### config.mk
export PLATFORM = sky130hd
export DESIGN_NAME = apb_master
export DESIGN_NICKNAME = d
export VERILOG_FILES = /design/src/rtl/apb_pkg.sv /design/src/rtl/apb_cmd_fifo.sv /design/src/rtl/apb_master.sv
export SDC_FILE = /design/constraint.sdc
export NUM_CORES = 1
export LEC_CHECK = 0
export BUFFER_PORTS_ARGS = -buffer_cell sky130_fd_sc_hd__buf_2
export CAP_MARGIN = 20
export CORE_MARGIN = 4
export CORE_UTILIZATION = 30
export CTS_CLUSTER_DIAMETER = 150
export CTS_CLUSTER_SIZE = 10
export DETAILED_ROUTE_END_ITERATION = 10
export PLACE_DENSITY_LB_ADDON = 0.3
export SLEW_MARGIN = 40
export SYNTH_ARGS = -nofsm -noshare
export SYNTH_HDL_FRONTEND = slang
export SYNTH_SLANG_ARGS = --single-unit
### constraint.sdc
create_clock -name pclk -period 3.6 [get_ports pclk]
set_clock_uncertainty 0.2 [all_clocks]
set_input_delay 0.72 -clock pclk [delete_from_list [all_inputs] [get_ports pclk]]
set_output_delay 0.72 -clock pclk [all_outputs]
set_load 0.01 [all_outputs]
### src/rtl/apb_pkg.sv
// rtl/apb_pkg.sv - shared state and command types for the APB requester
package apb_pkg;

  localparam int APB_ADDR_W = 32;
  localparam int APB_DATA_W = 32;

  typedef enum logic [1:0] {
    IDLE   = 2'd0,
    SETUP  = 2'd1,
    ACCESS = 2'd2
  } apb_state_e;

  typedef struct packed {
    logic                  write;
    logic [APB_ADDR_W-1:0] addr;
    logic [APB_DATA_W-1:0] wdata;
  } apb_cmd_t;

endpackage

### src/rtl/apb_cmd_fifo.sv
// rtl/apb_cmd_fifo.sv - synchronous command FIFO with same-cycle push/pop
// Pointers carry one extra MSB so full and empty are distinguishable.
module apb_cmd_fifo
  import apb_pkg::*;
#(
  parameter int  DEPTH   = 4,
  parameter type entry_t = apb_cmd_t
) (
  input  logic   clk,
  input  logic   rst_n,
  input  logic   push,
  input  entry_t push_data,
  input  logic   pop,
  output entry_t head,
  output logic   full,
  output logic   empty
);

  localparam int AW = $clog2(DEPTH);

  entry_t        mem [DEPTH];
  logic [AW:0]   wr_ptr;
  logic [AW:0]   rd_ptr;
  logic          do_push;
  logic          do_pop;

  assign empty   = (wr_ptr == rd_ptr);
  assign full    = (wr_ptr[AW] != rd_ptr[AW]) && (wr_ptr[AW-1:0] == rd_ptr[AW-1:0]);
  assign do_push = push && !full;
  assign do_pop  = pop && !empty;
  assign head    = mem[rd_ptr[AW-1:0]];

  always_ff @(posedge clk or negedge rst_n) begin
    if (!rst_n) begin
      wr_ptr <= '0;
      rd_ptr <= '0;
    end else begin
      if (do_push) wr_ptr <= wr_ptr + 1'b1;
      if (do_pop)  rd_ptr <= rd_ptr + 1'b1;
    end
  end

  always_ff @(posedge clk) begin
    if (do_push) mem[wr_ptr[AW-1:0]] <= push_data;
  end

endmodule

### src/rtl/apb_master.sv
// rtl/apb_master.sv - APB requester: command FIFO feeding a SETUP/ACCESS FSM
// Optional ACCESS wait-state timeout enabled by defining APB_MASTER_TIMEOUT_EN.
module apb_master
  import apb_pkg::*;
#(
  parameter int ADDR_W         = 32,
  parameter int DATA_W         = 32,
  parameter int CMD_DEPTH      = 4,
  parameter int TIMEOUT_CYCLES = 16
) (
  input  logic              pclk,
  input  logic              prst_n,
  input  logic              cmd_valid,
  output logic              cmd_ready,
  input  logic              cmd_write,
  input  logic [ADDR_W-1:0] cmd_addr,
  input  logic [DATA_W-1:0] cmd_wdata,
  output logic              psel,
  output logic              pen,
  output logic              pwrite,
  output logic [ADDR_W-1:0] paddr,
  output logic [DATA_W-1:0] pwdata,
  input  logic              pready,
  input  logic [DATA_W-1:0] prdata,
  output logic              rsp_valid,
  output logic [DATA_W-1:0] rsp_rdata,
  output logic              rsp_err
);

  typedef struct packed {
    logic              write;
    logic [ADDR_W-1:0] addr;
    logic [DATA_W-1:0] wdata;
  } cmd_t;

  apb_state_e state;
  cmd_t       in_cmd;
  cmd_t       head;
  logic       full;
  logic       empty;
  logic       pop;
  logic       abort;
  logic       done;

  assign in_cmd    = '{write: cmd_write, addr: cmd_addr, wdata: cmd_wdata};
  assign cmd_ready = !full;

  apb_cmd_fifo #(
    .DEPTH   (CMD_DEPTH),
    .entry_t (cmd_t)
  ) u_fifo (
    .clk       (pclk),
    .rst_n     (prst_n),
    .push      (cmd_valid),
    .push_data (in_cmd),
    .pop       (pop),
    .head      (head),
    .full      (full),
    .empty     (empty)
  );

`ifdef APB_MASTER_TIMEOUT_EN
  localparam int TO_W = $clog2(TIMEOUT_CYCLES + 1);
  logic [TO_W-1:0] wait_cnt;

  // The abort cycle is itself the TIMEOUT_CYCLES-th ACCESS cycle; pready there is ignored.
  assign abort = (state == ACCESS) && (wait_cnt == TO_W'(TIMEOUT_CYCLES - 1));

  always_ff @(posedge pclk or negedge prst_n) begin
    if (!prst_n) begin
      wait_cnt <= '0;
    end else if (state != ACCESS) begin
      wait_cnt <= '0;
    end else if (!pready && !abort) begin
      wait_cnt <= wait_cnt + 1'b1;
    end
  end
`else
  assign abort = (TIMEOUT_CYCLES < 0);
`endif

  assign done = (state == ACCESS) && (pready || abort);
  assign pop  = !empty && ((state == IDLE) || done);

  always_ff @(posedge pclk or negedge prst_n) begin
    if (!prst_n) begin
      state     <= IDLE;
      psel      <= 1'b0;
      pen       <= 1'b0;
      pwrite    <= 1'b0;
      paddr     <= '0;
      pwdata    <= '0;
      rsp_valid <= 1'b0;
      rsp_rdata <= '0;
      rsp_err   <= 1'b0;
    end else begin
      rsp_valid <= 1'b0;
      case (state)
        IDLE: begin
          if (!empty) begin
            pwrite <= head.write;
            paddr  <= head.addr;
            pwdata <= head.wdata;
            psel   <= 1'b1;
            pen    <= 1'b0;
            state  <= SETUP;
          end
        end
        SETUP: begin
          pen   <= 1'b1;
          state <= ACCESS;
        end
        ACCESS: begin
          if (done) begin
            rsp_valid <= 1'b1;
            rsp_err   <= abort;
            rsp_rdata <= (pwrite || abort) ? '0 : prdata;
            pen       <= 1'b0;
            if (!empty) begin
              // Chain straight into the next SETUP without dropping psel.
              pwrite <= head.write;
              paddr  <= head.addr;
              pwdata <= head.wdata;
              psel   <= 1'b1;
              state  <= SETUP;
            end else begin
              psel  <= 1'b0;
              state <= IDLE;
            end
          end
        end
        default: state <= IDLE;
      endcase
    end
  end

endmodule

Word level (Yosys, flattened, before mapping)
Memories as Yosys holds them, arrays and structs flattened. Index checks and enable logic that the tools add are counted.

Register bits: 108. RAM bits: 260. Memories: 1.

Memory list: u_fifo.mem (words 4, bits a word 65, rd ports 1, clocked after Yosys merged registers in 0, write ports 1, line apb_cmd_fifo.sv:21) `entry_t mem [DEPTH];`.

Add/sub/neg operators: 2. Equal/unequal tests: 7. Muxes and demuxes: 25. Reduce and logical (&&, ||, !) cells: 16.

Operators by type and width (number): 32-bit 2-to-1 mux (5); 32-bit one-hot mux with 2 select lines (2); 1-bit 2-to-1 mux (12); 3-bit by 1-bit adder with 3-bit output, second input constant (2); 2-bit one-hot mux with 3 select lines (1); 2-bit AND reduction (3); 3-bit AND reduction (2); 1-bit logical AND (5); 2-bit 2-to-1 mux (2); 2-bit != test, second input constant (2); 1-bit one-hot mux with 2 select lines (2); 3-bit == test (1); 1-bit one-hot mux with 3 select lines (1); 3-bit nonzero test (1); 2-bit by 1-bit == test with 1-bit output, second input constant (1); 2-bit == test (1); 2-bit == test, second input constant (1); 1-bit logical NOT (2); 2-bit logical NOT (1); 2-bit nonzero test (1); 1-bit logical OR (1); 1-bit != test (1).

Logic depth before layout (Yosys ltp)
Depth after elaboration: 6. Gate-level depth with buffers: 6.

Modules after synthesis
From an unflattened synthesis, not the netlist that was laid out.

Cell total of the unflattened synthesis: 688. Area, all modules: 14031.0 µm².

Modules (own cells, without submodules): apb_cmd_fifo (instances 1, cells each 389, area each 9867.0 µm², seq. area each 7957.6 µm²); apb_master (instances 1, cells each 299, area each 4164.0 µm², seq. area each 2552.4 µm²).

Worst setup path after synthesis
Ideal clock, no wire load.

Kind: register to register. Start: register u_fifo.rd_ptr[2]. End: memory u_fifo.mem[3][0] in the netlist's numbering, enable pin. Library setup time: 0.432 ns. Arrival: 2.556 ns. Slack: 0.412 ns. Stages on the path, launching flop included: 4. Path buffers: 0. Period minus slack after synthesis: 3.188 ns. Cell sequence: dfrtp_1 xnor2_1 nand3b_1 and3_1.

Cells in the longest elaborated chain, start to end: 6.

RTL lines: start: declaration (line apb_cmd_fifo.sv:23) `logic [AW:0] rd_ptr;`; start signal: assignment (line apb_cmd_fifo.sv:39) `if (do_pop) rd_ptr <= rd_ptr + 1'b1;`; 1-bit != test (line apb_cmd_fifo.sv:28) `assign full = (wr_ptr[AW] != rd_ptr[AW]) && (wr_ptr[AW-1:0] == rd_ptr[AW-1:0]);`; 1-bit logical AND (line apb_cmd_fifo.sv:28); 1-bit logical NOT; net cmd_ready (line apb_master.sv:14) `output logic cmd_ready,`; 1-bit logical AND (line apb_cmd_fifo.sv:29) `assign do_push = push && !full;`; 1-bit 2-to-1 mux (line apb_cmd_fifo.sv:44) `if (do_push) mem[wr_ptr[AW-1:0]] <= push_data;`; 1-bit 2-to-1 mux (not written as such) (line apb_cmd_fifo.sv:44); end: declaration (line apb_cmd_fifo.sv:21).

The timed path passes the listed nets, and every way through them passes these cells.

Worst setup path in the final report
Start: register u_fifo.rd_ptr[1]. End: output cmd_ready.

Cells in the longest elaborated chain, start to end: 3.

RTL lines: 2-bit == test (line apb_cmd_fifo.sv:28); 1-bit logical AND (line apb_cmd_fifo.sv:28); 1-bit logical NOT (line apb_master.sv:46) `assign cmd_ready = !full;`; end: declaration (line apb_master.sv:14).

Every way passes these cells.

==> metrics <==
htree depth=2; clk root buf=clkbuf_16; final instance area=between 0.015 and 0.02 mm²; GRT Total Usage=12.2%; clock sink total=roughly 370; Post-Synthesis Cells=between 600 and 700; RSZ-0062 raised after global routing=no; Final Slew Violations=0; Tcrit/Tclk final=77.2%; Slowest-stage cell, CP=dfrtp_4; Syn. warnings=0; R2R Setup Slk=around 1.1 ns; port buffer count=between 200 and 250; Worst Tran Pin Value=approximately 0.8 ns; CP Cell Sequence=xnor2_1 > nand3b_1 > buf_2; Pre-Repair DR Iteration Count=4; FF/Latch Area=about 0.011 mm²; CTS Buf Count=42; crit path max fanout=6; #FFs+latches synth=368; dpl cell area=0.0154 mm²; Final HPWL DP=17.6 mm; CORE AREA=~0.045 mm²; endpoints failing setup=0; final hold slack=0.185 ns; vias in the first global route=between 7000 and 8000; setup tns final=0 ns; Max Cap Viol=0; reg-to-reg startpoint=u_fifo.rd_ptr[2]; initial antenna violation count=7; crit path to=cmd_ready; io pins=~200; Final Hold Viols=0; syn_area_per_cell=20.7 µm²; Synth area leader=edfxtp_1; unique cell type count in the Yosys netlist=25; Vias=~6800; Worst VDD drop=~530 µV; Worst Setup SP=u_fifo.rd_ptr[1]; Initial DRC Count=320; Worst Path Arrival=about 1.9 ns; Worst path depth=3; sequential-to-total area share from yosys stat=approximately 77%; Final GP Congestion=0.758; layout cell share with drive strength beyond 1=42.6%; status=complete, no violations; Post-Route WL=approximately 30 mm; R2R depth=4; synthesized cell area=0.0137 mm²; Hold WC Path Type=input port to flop; Layout fillers=approximately 4100; CTS resizes=0; Reg clk slew, reported paths=0.06 ns; Residual DRC=0; nets=996; startpoint types=flop; row count=a little under 80; Clock Path Buffers=3; vias per inst=4.47; Rel. slew slack=between 40% and 50%; cells taking the most area after synthesis=edfxtp_1, dfrtp_1, mux4_2; Final Critical Period=roughly 2.8 ns; kind of critical path=flop to output port; f_max=between 0.3 and 0.4 GHz; worst path bufs/invs=1; Slowest Stage Delay on Critical Path=between 0.4 and 0.5 ns; Power Density=just under 900 mW/mm²; kind of cell adding the most delay to the critical path=flip-flops; largest net degree at the start of global routing=79; Required @ worst endpoint=2.68 ns; LEAKAGE=between 6 and 7 nW; first-pass GRT wire length=between 40 and 50 mm; die width=~220 µm; CTS tree=yes; DR WL/cell=19.8 µm; GR Overflow Total=0; syn_nets=around 770; area delta synth->final=22.0%; Routed Antenna Nets=0; worst skew pair latency=about 0.55 ns; Die H=between 200 and 250 µm; Multi-input gate area=between 0.002 and 0.003 mm²; Worst Setup End Kind=output port; die area=just under 0.05 mm²; Yosys top cell area share=between 50% and 60%; starting density of the core=30.6%; worst reg2reg endpoint=u_fifo.mem[3][64]
-- worst min path at each step --
| stage | slack (ns) | from | cells past startpoint | endpoint |
|---|---|---|---|---|
| after floorplan | 0.22 | prst_n | 0 | paddr[0] |
| after CTS | 0.13 | cmd_wdata[21] | 1 | u_fifo.mem[3][21] |
| after detailed placement | 0.27 | rsp_rdata[20] | 2 | rsp_rdata[20] |
| after global placement | 0.26 | rsp_rdata[24] | 2 | rsp_rdata[24] |
| after global routing | 0.15 | cmd_wdata[21] | 1 | u_fifo.mem[3][21] |
| final | 0.18 | cmd_wdata[21] | 1 | u_fifo.mem[3][21] |
-- Yosys cell counts --
library cell / n
a211oi_1: 1
a21o_1: 1
a311oi_4: 1
and3_1: 4
buf_1: 1
buf_2: 9
buf_4: 1
buf_6: 7
clkbuf_1: 15
conb_1: 1
dfrtp_1: 108
edfxtp_1: 260
ha_1: 5
inv_1: 4
mux2_1: 10
mux2_2: 58
mux4_2: 65
nand2_1: 34
nand2b_1: 32
nand3b_1: 2
nor2_1: 1
nor2b_1: 1
o21ai_0: 33
xnor2_1: 5
xor2_1: 2
-- placed cells by master, fill, tap and decap left out, types with 2 or more instances in the layout --
| master | count |
|---|---|
| and3_4 | 4 |
| buf_12 | 4 |
| buf_2 | 200 |
| buf_4 | 11 |
| clkbuf_1 | 32 |
| clkbuf_16 | 43 |
| dfrtp_1 | 105 |
| dfrtp_4 | 2 |
| diode_2 | 3 |
| edfxtp_1 | 260 |
| ha_1 | 5 |
| inv_1 | 4 |
| mux2_1 | 10 |
| mux2_2 | 58 |
| mux4_2 | 65 |
| nand2_1 | 34 |
| nand2b_1 | 32 |
| nand3b_1 | 2 |
| o21ai_0 | 33 |
| xnor2_1 | 5 |
| xor2_1 | 2 |
-- metal layers --
layer | share of wire, % | global-route usage, % | wire, µm | vias up
li1 | - | - | - | 3052
met1 | 45 | 16.6 | 13500 | 3459
met2 | 45 | 18.7 | 13400 | 215
met3 | 7.6 | 4.04 | 2300 | 58
met4 | 2.5 | 4.01 | 754 | 8
met5 | 0.14 | 0 | 42 | -
-- sequential cells by signal, indices dropped and copies added (netlist names) --
register	cells
u_fifo.mem	260
pen	1
rsp_rdata	32
pwdata	32
state	2
paddr	32
psel	1
pwrite	1
rsp_valid	1
u_fifo.wr_ptr	3
u_fifo.rd_ptr	3
-- cell families after synthesis --
| family | after synthesis | share of synthesized area [%] |
|---|---|---|
| xor gates and xnor gates | 7 | 0.449 |
| and+or+nand+nor | 74 | 2.77 |
| other | 1 | 0.0275 |
| adders and majority gates | 5 | 0.458 |
| buffers and inverters | 37 | 1.51 |
| muxes | 133 | 16.3 |
| AOI/OAI and AO/OA | 36 | 1.51 |
| DFF | 368 | 77.0 |
-- final cells by class --
class,count,share of cell area [%]
flip-flops and latches,368,63.1
inverters,4,0.0901
diodes,3,0.0451
multi-input cells,256,17.8
repair buffers,218,7.20
well taps,592,4.45
clock inverters,1,0.0526
clock buffers,76,7.26
-- where the power goes --
| part | internal [mW] | leakage [nW] | switching [mW] | total [mW] |
|---|---|---|---|---|
| Combinational | 2.23 | 1.91 | 2.40 | 4.63 |
| Sequential | 5.90 | 3.69 | 0.479 | 6.38 |
| Clock | 2.25 | 0.579 | 1.63 | 3.89 |
| Total | 10.4 | 6.18 | 4.51 | 14.9 |
-- timing repair --
action | in CTS | in global routing
hold buffers | 1 | 0
buffers inserted | 0 | 0
hold endpoints to repair | 32 | 0
-- metrics by stage --
stage | utilization [%] | power, mW | setup slack, ns | std cells
floorplan | - | 9.62 | 0.412 | 661
global placement | 34.6 | 11.2 | 1.07 | 1437
detailed placement | 34.6 | 11.3 | 1.05 | 1437
CTS | 37.3 | 15.3 | 0.798 | 1515
global route | 37.3 | 15.8 | 0.711 | 1516
finish | 37.4 | 14.9 | 0.822 | 1518
Power figures use the tool's default switching activity.
